===== src/rtl/z80_io_initiator_if.sv =====
// Wishbone register port plus Z80 I/O bus pins of the Z80 I/O initiator.
// The slave view belongs to the initiator block; the master view belongs to the SoC/bench side.
interface z80_io_initiator_if;
    logic        wb_cyc_in;
    logic        wb_stb_in;
    logic        wb_we_in;
    logic [31:0] wb_addr_in;
    logic [31:0] wb_data_in;
    logic        wb_ack_out;
    logic [31:0] wb_data_out;
    logic [7:0]  z80_address_bus;
    logic [7:0]  z80_data_bus_out;
    logic [7:0]  z80_data_bus_in;
    logic        z80_data_oe;
    logic        z80_write_strobe_b;
    logic        z80_read_strobe_b;
    logic        irq_done_out;

    modport slave (
        input  wb_cyc_in, wb_stb_in, wb_we_in, wb_addr_in, wb_data_in, z80_data_bus_in,
        output wb_ack_out, wb_data_out, z80_address_bus, z80_data_bus_out, z80_data_oe,
        output z80_write_strobe_b, z80_read_strobe_b, irq_done_out
    );

    modport master (
        output wb_cyc_in, wb_stb_in, wb_we_in, wb_addr_in, wb_data_in, z80_data_bus_in,
        input  wb_ack_out, wb_data_out, z80_address_bus, z80_data_bus_out, z80_data_oe,
        input  z80_write_strobe_b, z80_read_strobe_b, irq_done_out
    );
endinterface


===== src/rtl/z80_io_initiator.sv =====
// Z80 I/O initiator: Wishbone ack one clock after request; a bus cycle spans SETUP+STROBE+HOLD clocks.
// No backpressure: every access is acked; a command arriving while busy is dropped and flagged as overrun.
module z80_io_initiator #(
    parameter logic [31:0] BASE_ADDRESS   = 32'h3000_0100,
    parameter logic [31:0] CMD_ADDRESS    = BASE_ADDRESS,
    parameter logic [31:0] DATA_ADDRESS   = BASE_ADDRESS + 32'd4,
    parameter logic [31:0] STATUS_ADDRESS = BASE_ADDRESS + 32'd8,
    parameter int unsigned SETUP_CYCLES   = 2,
    parameter int unsigned STROBE_CYCLES  = 4,
    parameter int unsigned HOLD_CYCLES    = 2
) (
    input  logic              clk,
    input  logic              reset_b,
    z80_io_initiator_if.slave bus
);
    localparam logic [7:0] SETUP_N  = (SETUP_CYCLES  < 1) ? 8'd1 : 8'(SETUP_CYCLES);
    localparam logic [7:0] STROBE_N = (STROBE_CYCLES < 1) ? 8'd1 : 8'(STROBE_CYCLES);
    localparam logic [7:0] HOLD_N   = (HOLD_CYCLES   < 1) ? 8'd1 : 8'(HOLD_CYCLES);

    typedef enum logic [1:0] {IDLE, SETUP, STROBE, HOLD} state_t;

    state_t      state, state_nxt;
    logic [7:0]  cnt, cnt_nxt;
    logic        strobe_on, strobe_off, cycle_end;
    logic [8:0]  cmd_q;
    logic [7:0]  tx, rx;
    logic        done, overrun, busy;
    logic        wb_req, wb_wr, wb_rd;
    logic        hit_cmd, hit_data, hit_status;
    logic        cmd_wr, start, status_rd;
    logic [31:0] rd_mux;
    logic        unused_ok;

    assign unused_ok  = ^bus.wb_data_in[31:9];
    assign wb_req     = bus.wb_cyc_in & bus.wb_stb_in & ~bus.wb_ack_out;
    assign wb_wr      = wb_req & bus.wb_we_in;
    assign wb_rd      = wb_req & ~bus.wb_we_in;
    assign hit_cmd    = (bus.wb_addr_in == CMD_ADDRESS);
    assign hit_data   = (bus.wb_addr_in == DATA_ADDRESS);
    assign hit_status = (bus.wb_addr_in == STATUS_ADDRESS);
    assign busy       = (state != IDLE);
    assign cmd_wr     = wb_wr & hit_cmd;
    assign start      = cmd_wr & ~busy;
    assign status_rd  = wb_rd & hit_status;
    assign bus.irq_done_out = done;

    always_ff @(posedge clk or negedge reset_b) begin
        if (!reset_b) begin
            state <= IDLE;
            cnt   <= 8'd0;
        end else begin
            state <= state_nxt;
            cnt   <= cnt_nxt;
        end
    end

    // Each phase loads its length minus one and advances when the counter reaches zero.
    always_comb begin
        state_nxt  = state;
        cnt_nxt    = cnt;
        strobe_on  = 1'b0;
        strobe_off = 1'b0;
        cycle_end  = 1'b0;
        case (state)
            IDLE: if (start) begin
                state_nxt = SETUP;
                cnt_nxt   = SETUP_N - 8'd1;
            end
            SETUP: if (cnt == 8'd0) begin
                state_nxt = STROBE;
                cnt_nxt   = STROBE_N - 8'd1;
                strobe_on = 1'b1;
            end else cnt_nxt = cnt - 8'd1;
            STROBE: if (cnt == 8'd0) begin
                state_nxt  = HOLD;
                cnt_nxt    = HOLD_N - 8'd1;
                strobe_off = 1'b1;
            end else cnt_nxt = cnt - 8'd1;
            HOLD: if (cnt == 8'd0) begin
                state_nxt = IDLE;
                cnt_nxt   = 8'd0;
                cycle_end = 1'b1;
            end else cnt_nxt = cnt - 8'd1;
            default: begin
                state_nxt = IDLE;
                cnt_nxt   = 8'd0;
            end
        endcase
    end

    always_ff @(posedge clk or negedge reset_b) begin
        if (!reset_b) begin
            cmd_q                  <= 9'd0;
            tx                     <= 8'd0;
            rx                     <= 8'd0;
            bus.z80_address_bus    <= 8'd0;
            bus.z80_data_bus_out   <= 8'd0;
            bus.z80_data_oe        <= 1'b0;
            bus.z80_write_strobe_b <= 1'b1;
            bus.z80_read_strobe_b  <= 1'b1;
        end else begin
            if (wb_wr && hit_data) tx <= bus.wb_data_in[7:0];
            if (start) begin
                cmd_q                <= bus.wb_data_in[8:0];
                bus.z80_address_bus  <= bus.wb_data_in[7:0];
                bus.z80_data_bus_out <= tx;
                bus.z80_data_oe      <= bus.wb_data_in[8];
            end
            if (strobe_on) begin
                if (cmd_q[8]) bus.z80_write_strobe_b <= 1'b0;
                else          bus.z80_read_strobe_b  <= 1'b0;
            end
            // Target holds data stable while the strobe is low, so no synchronizer here.
            if (strobe_off) begin
                bus.z80_write_strobe_b <= 1'b1;
                bus.z80_read_strobe_b  <= 1'b1;
                if (!cmd_q[8]) rx <= bus.z80_data_bus_in;
            end
            if (cycle_end) bus.z80_data_oe <= 1'b0;
        end
    end

    always_comb begin
        rd_mux = 32'd0;
        if (hit_cmd)         rd_mux = {23'd0, cmd_q};
        else if (hit_data)   rd_mux = {24'd0, rx};
        else if (hit_status) rd_mux = {29'd0, overrun, done, busy};
    end

    // Sticky flags: a set on the same edge as a STATUS-read clear wins.
    always_ff @(posedge clk or negedge reset_b) begin
        if (!reset_b) begin
            done            <= 1'b0;
            overrun         <= 1'b0;
            bus.wb_ack_out  <= 1'b0;
            bus.wb_data_out <= 32'd0;
        end else begin
            if (cycle_end)      done <= 1'b1;
            else if (status_rd) done <= 1'b0;
            if (cmd_wr && busy) overrun <= 1'b1;
            else if (status_rd) overrun <= 1'b0;
            bus.wb_ack_out  <= wb_req;
            bus.wb_data_out <= wb_rd ? rd_mux : 32'd0;
        end
    end
endmodule


===== src/flat_wrapper.sv =====
// flat-port wrapper written by rule: the top's interface ports become plain ports
module z80_io_initiator_flat 
#(
    parameter logic [31:0] BASE_ADDRESS   = 32'h3000_0100,
    parameter logic [31:0] CMD_ADDRESS    = BASE_ADDRESS,
    parameter logic [31:0] DATA_ADDRESS   = BASE_ADDRESS + 32'd4,
    parameter logic [31:0] STATUS_ADDRESS = BASE_ADDRESS + 32'd8,
    parameter int unsigned SETUP_CYCLES   = 2,
    parameter int unsigned STROBE_CYCLES  = 4,
    parameter int unsigned HOLD_CYCLES    = 2
)
  (clk, reset_b, bus_wb_cyc_in, bus_wb_stb_in, bus_wb_we_in, bus_wb_addr_in, bus_wb_data_in, bus_z80_data_bus_in, bus_wb_ack_out, bus_wb_data_out, bus_z80_address_bus, bus_z80_data_bus_out, bus_z80_data_oe, bus_z80_write_strobe_b, bus_z80_read_strobe_b, bus_irq_done_out);
  z80_io_initiator_if bus_i ();
  input  logic clk;
  input  logic reset_b;
  input wire logic [$bits(bus_i.wb_cyc_in)-1:0] bus_wb_cyc_in;
  input wire logic [$bits(bus_i.wb_stb_in)-1:0] bus_wb_stb_in;
  input wire logic [$bits(bus_i.wb_we_in)-1:0] bus_wb_we_in;
  input wire logic [$bits(bus_i.wb_addr_in)-1:0] bus_wb_addr_in;
  input wire logic [$bits(bus_i.wb_data_in)-1:0] bus_wb_data_in;
  input wire logic [$bits(bus_i.z80_data_bus_in)-1:0] bus_z80_data_bus_in;
  output wire logic [$bits(bus_i.wb_ack_out)-1:0] bus_wb_ack_out;
  output wire logic [$bits(bus_i.wb_data_out)-1:0] bus_wb_data_out;
  output wire logic [$bits(bus_i.z80_address_bus)-1:0] bus_z80_address_bus;
  output wire logic [$bits(bus_i.z80_data_bus_out)-1:0] bus_z80_data_bus_out;
  output wire logic [$bits(bus_i.z80_data_oe)-1:0] bus_z80_data_oe;
  output wire logic [$bits(bus_i.z80_write_strobe_b)-1:0] bus_z80_write_strobe_b;
  output wire logic [$bits(bus_i.z80_read_strobe_b)-1:0] bus_z80_read_strobe_b;
  output wire logic [$bits(bus_i.irq_done_out)-1:0] bus_irq_done_out;
  assign bus_i.wb_cyc_in = bus_wb_cyc_in;
  assign bus_i.wb_stb_in = bus_wb_stb_in;
  assign bus_i.wb_we_in = bus_wb_we_in;
  assign bus_i.wb_addr_in = bus_wb_addr_in;
  assign bus_i.wb_data_in = bus_wb_data_in;
  assign bus_i.z80_data_bus_in = bus_z80_data_bus_in;
  assign bus_wb_ack_out = bus_i.wb_ack_out;
  assign bus_wb_data_out = bus_i.wb_data_out;
  assign bus_z80_address_bus = bus_i.z80_address_bus;
  assign bus_z80_data_bus_out = bus_i.z80_data_bus_out;
  assign bus_z80_data_oe = bus_i.z80_data_oe;
  assign bus_z80_write_strobe_b = bus_i.z80_write_strobe_b;
  assign bus_z80_read_strobe_b = bus_i.z80_read_strobe_b;
  assign bus_irq_done_out = bus_i.irq_done_out;
  z80_io_initiator #(.BASE_ADDRESS(BASE_ADDRESS), .CMD_ADDRESS(CMD_ADDRESS), .DATA_ADDRESS(DATA_ADDRESS), .STATUS_ADDRESS(STATUS_ADDRESS), .SETUP_CYCLES(SETUP_CYCLES), .STROBE_CYCLES(STROBE_CYCLES), .HOLD_CYCLES(HOLD_CYCLES)) u_core (.clk(clk), .reset_b(reset_b), .bus(bus_i));
endmodule

===== config.mk =====
export PLATFORM = sky130hd
export DESIGN_NAME = z80_io_initiator_flat
export DESIGN_NICKNAME = d
export VERILOG_FILES = /design/src/rtl/z80_io_initiator_if.sv /design/src/rtl/z80_io_initiator.sv /design/src/flat_wrapper.sv
export SDC_FILE = /design/constraint.sdc
export NUM_CORES = 1
export LEC_CHECK = 0
export ABC_AREA = 1
export CAP_MARGIN = 20
export CORE_ASPECT_RATIO = 1.4
export CORE_MARGIN = 3
export CORE_UTILIZATION = 60
export CTS_CLUSTER_DIAMETER = 40
export CTS_CLUSTER_SIZE = 24
export DETAILED_ROUTE_END_ITERATION = 10
export DONT_BUFFER_PORTS = 1
export HOLD_SLACK_MARGIN = 0.12
export PLACE_DENSITY = 0.76
export SLEW_MARGIN = 10
export SYNTH_ARGS = -nofsm -noshare
export SYNTH_HDL_FRONTEND = slang
export SYNTH_SLANG_ARGS = --single-unit

===== constraint.sdc =====
create_clock -name clk -period 2.05 [get_ports clk]
set_clock_uncertainty 0.2 [all_clocks]
set_input_delay 0.205 -clock clk [delete_from_list [all_inputs] [get_ports clk]]
set_output_delay 0.205 -clock clk [all_outputs]
set_load 0.05 [all_outputs]

## Yosys cells after proc, flatten, opt, wreduce, memory -nomap -nowiden

Index checks and enable logic that the tools add are counted.
Widths: inputs -> output; s select.

- Register bits: 89
- Input bits: 77
- Output and inout bits: 53
- Word-level logic and storage cells: 80

- Add/sub/neg operators: 1
- Equality and inequality tests: 11
- Muxes and demuxes: 29
- Bitwise gates (word level): 11
- Reductions and logical operators: 14

Operators with widths:

| operator | number |
|---|---|
| $eq 32x30->1 const B | 3 |
| $mux 32 | 3 |
| $mux 8 | 4 |
| $pmux 8 s4 | 1 |
| $mux 1 | 15 |
| $reduce_bool 2->1 | 6 |
| $ne 2x1->1 const B | 5 |
| $logic_not 8->1 | 1 |
| $mux 2 | 4 |
| $pmux 2 s4 | 1 |
| $sub 8x1->8 const B | 1 |
| $and 1x1->1 | 7 |
| $reduce_and 2->1 | 3 |
| $eq 2x2->1 const B | 2 |
| $not 1->1 | 4 |
| $reduce_and 4->1 | 1 |
| $mux 3 | 1 |
| $eq 2x1->1 const B | 1 |
| $logic_and 1x1->1 | 2 |
| $logic_not 2->1 | 1 |

## Logic depth before layout (Yosys ltp)

- Depth after elaboration: 7
- Gate-level depth with buffers: 11
- Depth with buffers taken out: 11

## Worst setup path after synthesis

No wires, ideal clock.

- Kind: register -> register
- From: register u_core.bus.wb_ack_out
- To: register u_core.cmd_q[8]
- Library setup time: 137 ps
- Arrival: 1510 ps
- Data required time: 1713 ps
- Setup slack: 203 ps
- Cell stages (with the launch flop): 8
- Buffers on the path: 1
- Clock period less this slack: 1847 ps
- Cell sequence: dfrtp_1 > nor2_1 > nand2_1 > nor2_1 > nand3_2 > nor2_2 > buf_4 > o21ai_0

- Word-level cells in the longest chain between the ends: 5

RTL lines:

| item | line | source |
|---|---|---|
| from (decl) | z80_io_initiator_if.sv:21 | `output wb_ack_out, wb_data_out, z80_address_bus, z80_data_bus_out, z80_data_oe,` |
| from (signal assigned) | z80_io_initiator.sv:142 | `bus.wb_ack_out <= wb_req;` |
| $not 1->1 | z80_io_initiator.sv:35 | `assign wb_req = bus.wb_cyc_in & bus.wb_stb_in & ~bus.wb_ack_out;` |
| $and 1x1->1 | z80_io_initiator.sv:35 |  |
| $and 1x1->1 | z80_io_initiator.sv:36 | `assign wb_wr = wb_req & bus.wb_we_in;` |
| $and 1x1->1 | z80_io_initiator.sv:42 | `assign cmd_wr = wb_wr & hit_cmd;` |
| $and 1x1->1 | z80_io_initiator.sv:43 | `assign start = cmd_wr & ~busy;` |
| to (signal assigned) | z80_io_initiator.sv:104 | `cmd_q <= bus.wb_data_in[8:0];` |
| to (decl) | z80_io_initiator.sv:25 | `logic [8:0] cmd_q;` |

Every way passes these cells.
A chain may end at the register's enable or synchronous reset.

## Worst setup path in the final report

- From: input port bus_wb_addr_in[3]
- To: register u_core.bus.wb_data_out[2]

- Word-level cells in the longest chain between the ends: 5
- Elaborated cells on any way between the ends: 7
- Classes of those cells: eq/ne (3); mux (4)

RTL lines:

| item | line | source |
|---|---|---|
| from (decl) | flat_wrapper.sv:19 | `input wire logic [$bits(bus_i.wb_addr_in)-1:0] bus_wb_addr_in;` |
| $eq 32x30->1 | z80_io_initiator.sv:40 | `assign hit_status = (bus.wb_addr_in == STATUS_ADDRESS);` |
| $mux 3 | z80_io_initiator.sv:127 | `else if (hit_status) rd_mux = {29'd0, overrun, done, busy};` |
| $mux 32 | z80_io_initiator.sv:126 | `else if (hit_data) rd_mux = {24'd0, rx};` |
| $mux 32 (*) | z80_io_initiator.sv:125 | `if (hit_cmd) rd_mux = {23'd0, cmd_q};` |
| $mux 32 (*) | z80_io_initiator.sv:143 | `bus.wb_data_out <= wb_rd ? rd_mux : 32'd0;` |
| to (signal assigned) | z80_io_initiator.sv:143 |  |
| to (decl) | z80_io_initiator_if.sv:21 |  |

Mark *: on every way between the ends. The rest lies on a longest branch, timed or not.

==> flow_summary_export.csv <==
group,metric,value,unit
worst_setup_path,slowest_delay,0.61,ns
global_routing,grt-ovfl-total,0,
power_and_ir_drop,leakagePower,0.00188,uW
worst_setup_path,path_class,"in2reg",
status,outcome,"completed",
synth,avgSynthCellArea,8.30,um2
sta,worst_pin_slew,0.575,ns
worst_setup_path,cp_top_family,"buffers and inverters",
power_and_ir_drop,vdd.ir_drop.worst,630,uV
worst_setup_path,cp_common_cell,"nand3_1",
cts,cts_tree,"yes",
global_routing,grt_max_degree,59,
floorplan,initial_core_util,62.4,%
synth,synth_top_area_share,43.2,%
final_layout,drive_gt1_share,20.2,%
worst_setup_path,path_cells,"dlygate4sd3_1 -> nor2_2 -> dlygate4sd3_1 -> nand3_1 -> nor2_2 -> nand3_1 -> nand3_1 -> nand2_1 -> inv_1",
floorplan,die_x,68.1,um
final_layout,fin_nets,514,
cts,clk_latency,0.34,ns
cts,clock-sinks,58,
floorplan,fp.coreArea,0.00520,mm2
synth,yosys.area.top_type,"dfrtp_1",
cts,clk_pin_slew,0.07,ns
final_layout,n_antenna_cell,0,
worst_setup_path,crit_path_end_kind,"flip-flop",
synth,yosys.cell_types.count,29,
routing,first_pass_iters,4,
sta,setup_viol,0,
floorplan,io_pins,130,
final_layout,area_growth,17.8,%
routing,vias,2634,
sta,finalSetupTns,0,ns
cts,clockBufferDepth,2,
synth,syn_inst,391,
synth,ys_ff_latch,58,
routing,drt_iter0_markers,135,
global_routing,antenna_found_initial,0,
routing,avgRoutedWirePerCell,14.8,um
cts,cts_buffers,9,
routing,routed_via_density,5.25,
worst_setup_path,critPathBufInv,3,
sta,maxClockFrequency,510,MHz
global_routing,grt_pass1_wl,11800,um
cts,h-tree-depth,3,
sta,fin_crit_sh,95.6,%
sta,slew_headroom,61.6,%
synth,ys_warn_count,0,
worst_hold_path,min_path_type,"in2reg",
placed_design,gp_congestion,0.796,
sta,finalMaxSlewViolations,0,
cts,cts_root_buf,"clkbuf_8",
final_layout,postLayoutCoreUtil,73.5,%
final_layout,fillerInstances,370,
floorplan,rows,31,
worst_setup_path,cp_max_fo,2,
sta,hold_violations,0,
routing,drt-total-wl,7410,um
floorplan,die-area,0.00634,mm2
routing,drc,0,
worst_setup_path,cp.arrival,2.04,ns
synth,synth_area_leaders,"dfrtp_1, nand2_1, buf_4, inv_1, o21ai_2",
synth,netlist_area,0.00324,mm2
worst_setup_path,required,2.13,ns
floorplan,fp.dieH,93.0,um
worst_setup_path,slowest_stage,"dlygate4sd3_1",
global_routing,grt_pass1_vias,2679,
global_routing,track_usage,25.3,%
power_and_ir_drop,power_density,672,mW/mm2
flow_run,max_cap_violations,0,
placed_design,port_buffers,0,
worst_setup_path,start_kind,"input port",
sta,period_needed,1.96,ns
synth,yosysSeqAreaShare,44.8,%
placed_design,place_hpwl,4960,um
routing,ant_nets,0,
stage by stage:
step                      setup slack (ns)  instances  area (um2)  hold slack, ns  power, uW
after global placement               0.179        450        3180          -0.289       1310
after global routing              -0.00863        502        3820           0.131       2650
after detailed placement             0.107        450        3180          -0.289       1310
after floorplan                      0.203        413        3330          -0.291       1340
after CTS                           0.0173        500        3760          0.0694       2580
final                               0.0911        502        3820          0.0884       2570
per-layer routing:
layer  vias to the layer above  GRT usage [%]  routed length [um]  share of wire, %
met2                       127           43.0                3930                53
met3                        19           7.69                 630               8.5
met4                         0           12.6                 231               3.1
met5                         -              0                   0                 0
met1                      1236           27.7                2630                35
li1                       1252              -                   -                 -
placed cells by master, fill, tap and decap left out, types with 11 or more instances in the layout:
master,instances
o21ai_0,16
inv_1,43
dfrtp_1,56
nand2_1,101
o21ai_2,16
conb_1,23
nand2_2,11
dlygate4sd3_1,32
nand3_1,26
nor2_1,24
final timing paths:
kind	from	end	slack, ns	cells past startpoint
setup / recovery	bus_wb_addr_in[3]	u_core.bus.wb_data_out[2]	0.09	9
hold / removal	bus_wb_addr_in[14]	u_core.bus.wb_data_out[6]	0.09	7
setup reg to reg	u_core.cnt[0]	u_core.rx[5]	0.18	9
hold reg to reg	u_core.tx[7]	u_core.bus.z80_data_bus_out[7]	0.27	2
max in group asynchronous	reset_b	u_core.bus.z80_write_strobe_b	1.19	2
min in group asynchronous	reset_b	u_core.cnt[5]	0.19	2
cell type report:
cell class	count	area [um2]	share of cell area [%]
inverters	49	184	4.81
clock buffers	9	124	3.24
clock inverters	7	98.8	2.59
repair buffers	43	428	11.2
well taps	66	82.6	2.16
multi-input cells	270	1450	38.0
flip-flops and latches	58	1450	38.0
power breakdown:
group / internal [uW] / switching [uW]
combinational: 63.7 / 170
clock: 694 / 495
sequential: 1150 / 0.587
sequential cells by signal (all words and copies together) (netlist names), 2 cells and up:
register and cells:
u_core.bus.z80_data_bus_out 8, u_core.state 2, u_core.tx 8, u_core.cmd_q 9, u_core.bus.wb_data_out 9, u_core.rx 8, u_core.cnt 8
synth_stat cells:
cell type    n
buf_6        3
o31ai_1      1
a21oi_1      7
buf_4       33
o21ai_2     16
o21ai_0     16
clkbuf_1     1
inv_2        5
xor2_1       5
conb_1       1
nand3_2      4
nand2_2     11
nand2_1    102
nor3_4       1
nand4_1      4
nor2_4       6
nand3_1     26
nand3_4      1
dfrtp_1     56
nor2_1      27
nor3_1       1
nor2_2       8
o22ai_1      1
ha_1         6
a31oi_1      1
nand2_4      1
dfstp_2      2
inv_1       44
o21a_1       1
worst register-to-register path, stage by stage (launching register included):
cell and delay (ns):
dfrtp_1 0.38, inv_1 0.13, ha_1 0.17, nand3_1 0.12
nor2_4 0.19, inv_2 0.09, nor2_4 0.08, nand2_1 0.19
nand2_1 0.14, nand2_1 0.07
repair_timing:
item,4_1_cts,5_1_grt
endpoints found under the hold margin,103,0
setup buffers,0,1
setup endpoints to repair,0,28
hold buffers,34,0
resized for setup,0,11
logic make-up after synthesis:
logic type	synth area share, %
adder cells (fa/ha/maj)	2.31
AO/OA/AOI/OAI	8.72
buffers and inverters	14.5
other	0.116
flip-flops	44.8
AND/OR/NAND/NOR	28.2
XOR/XNOR	1.35
No activity file was read; power rests on OpenSTA's default activity.
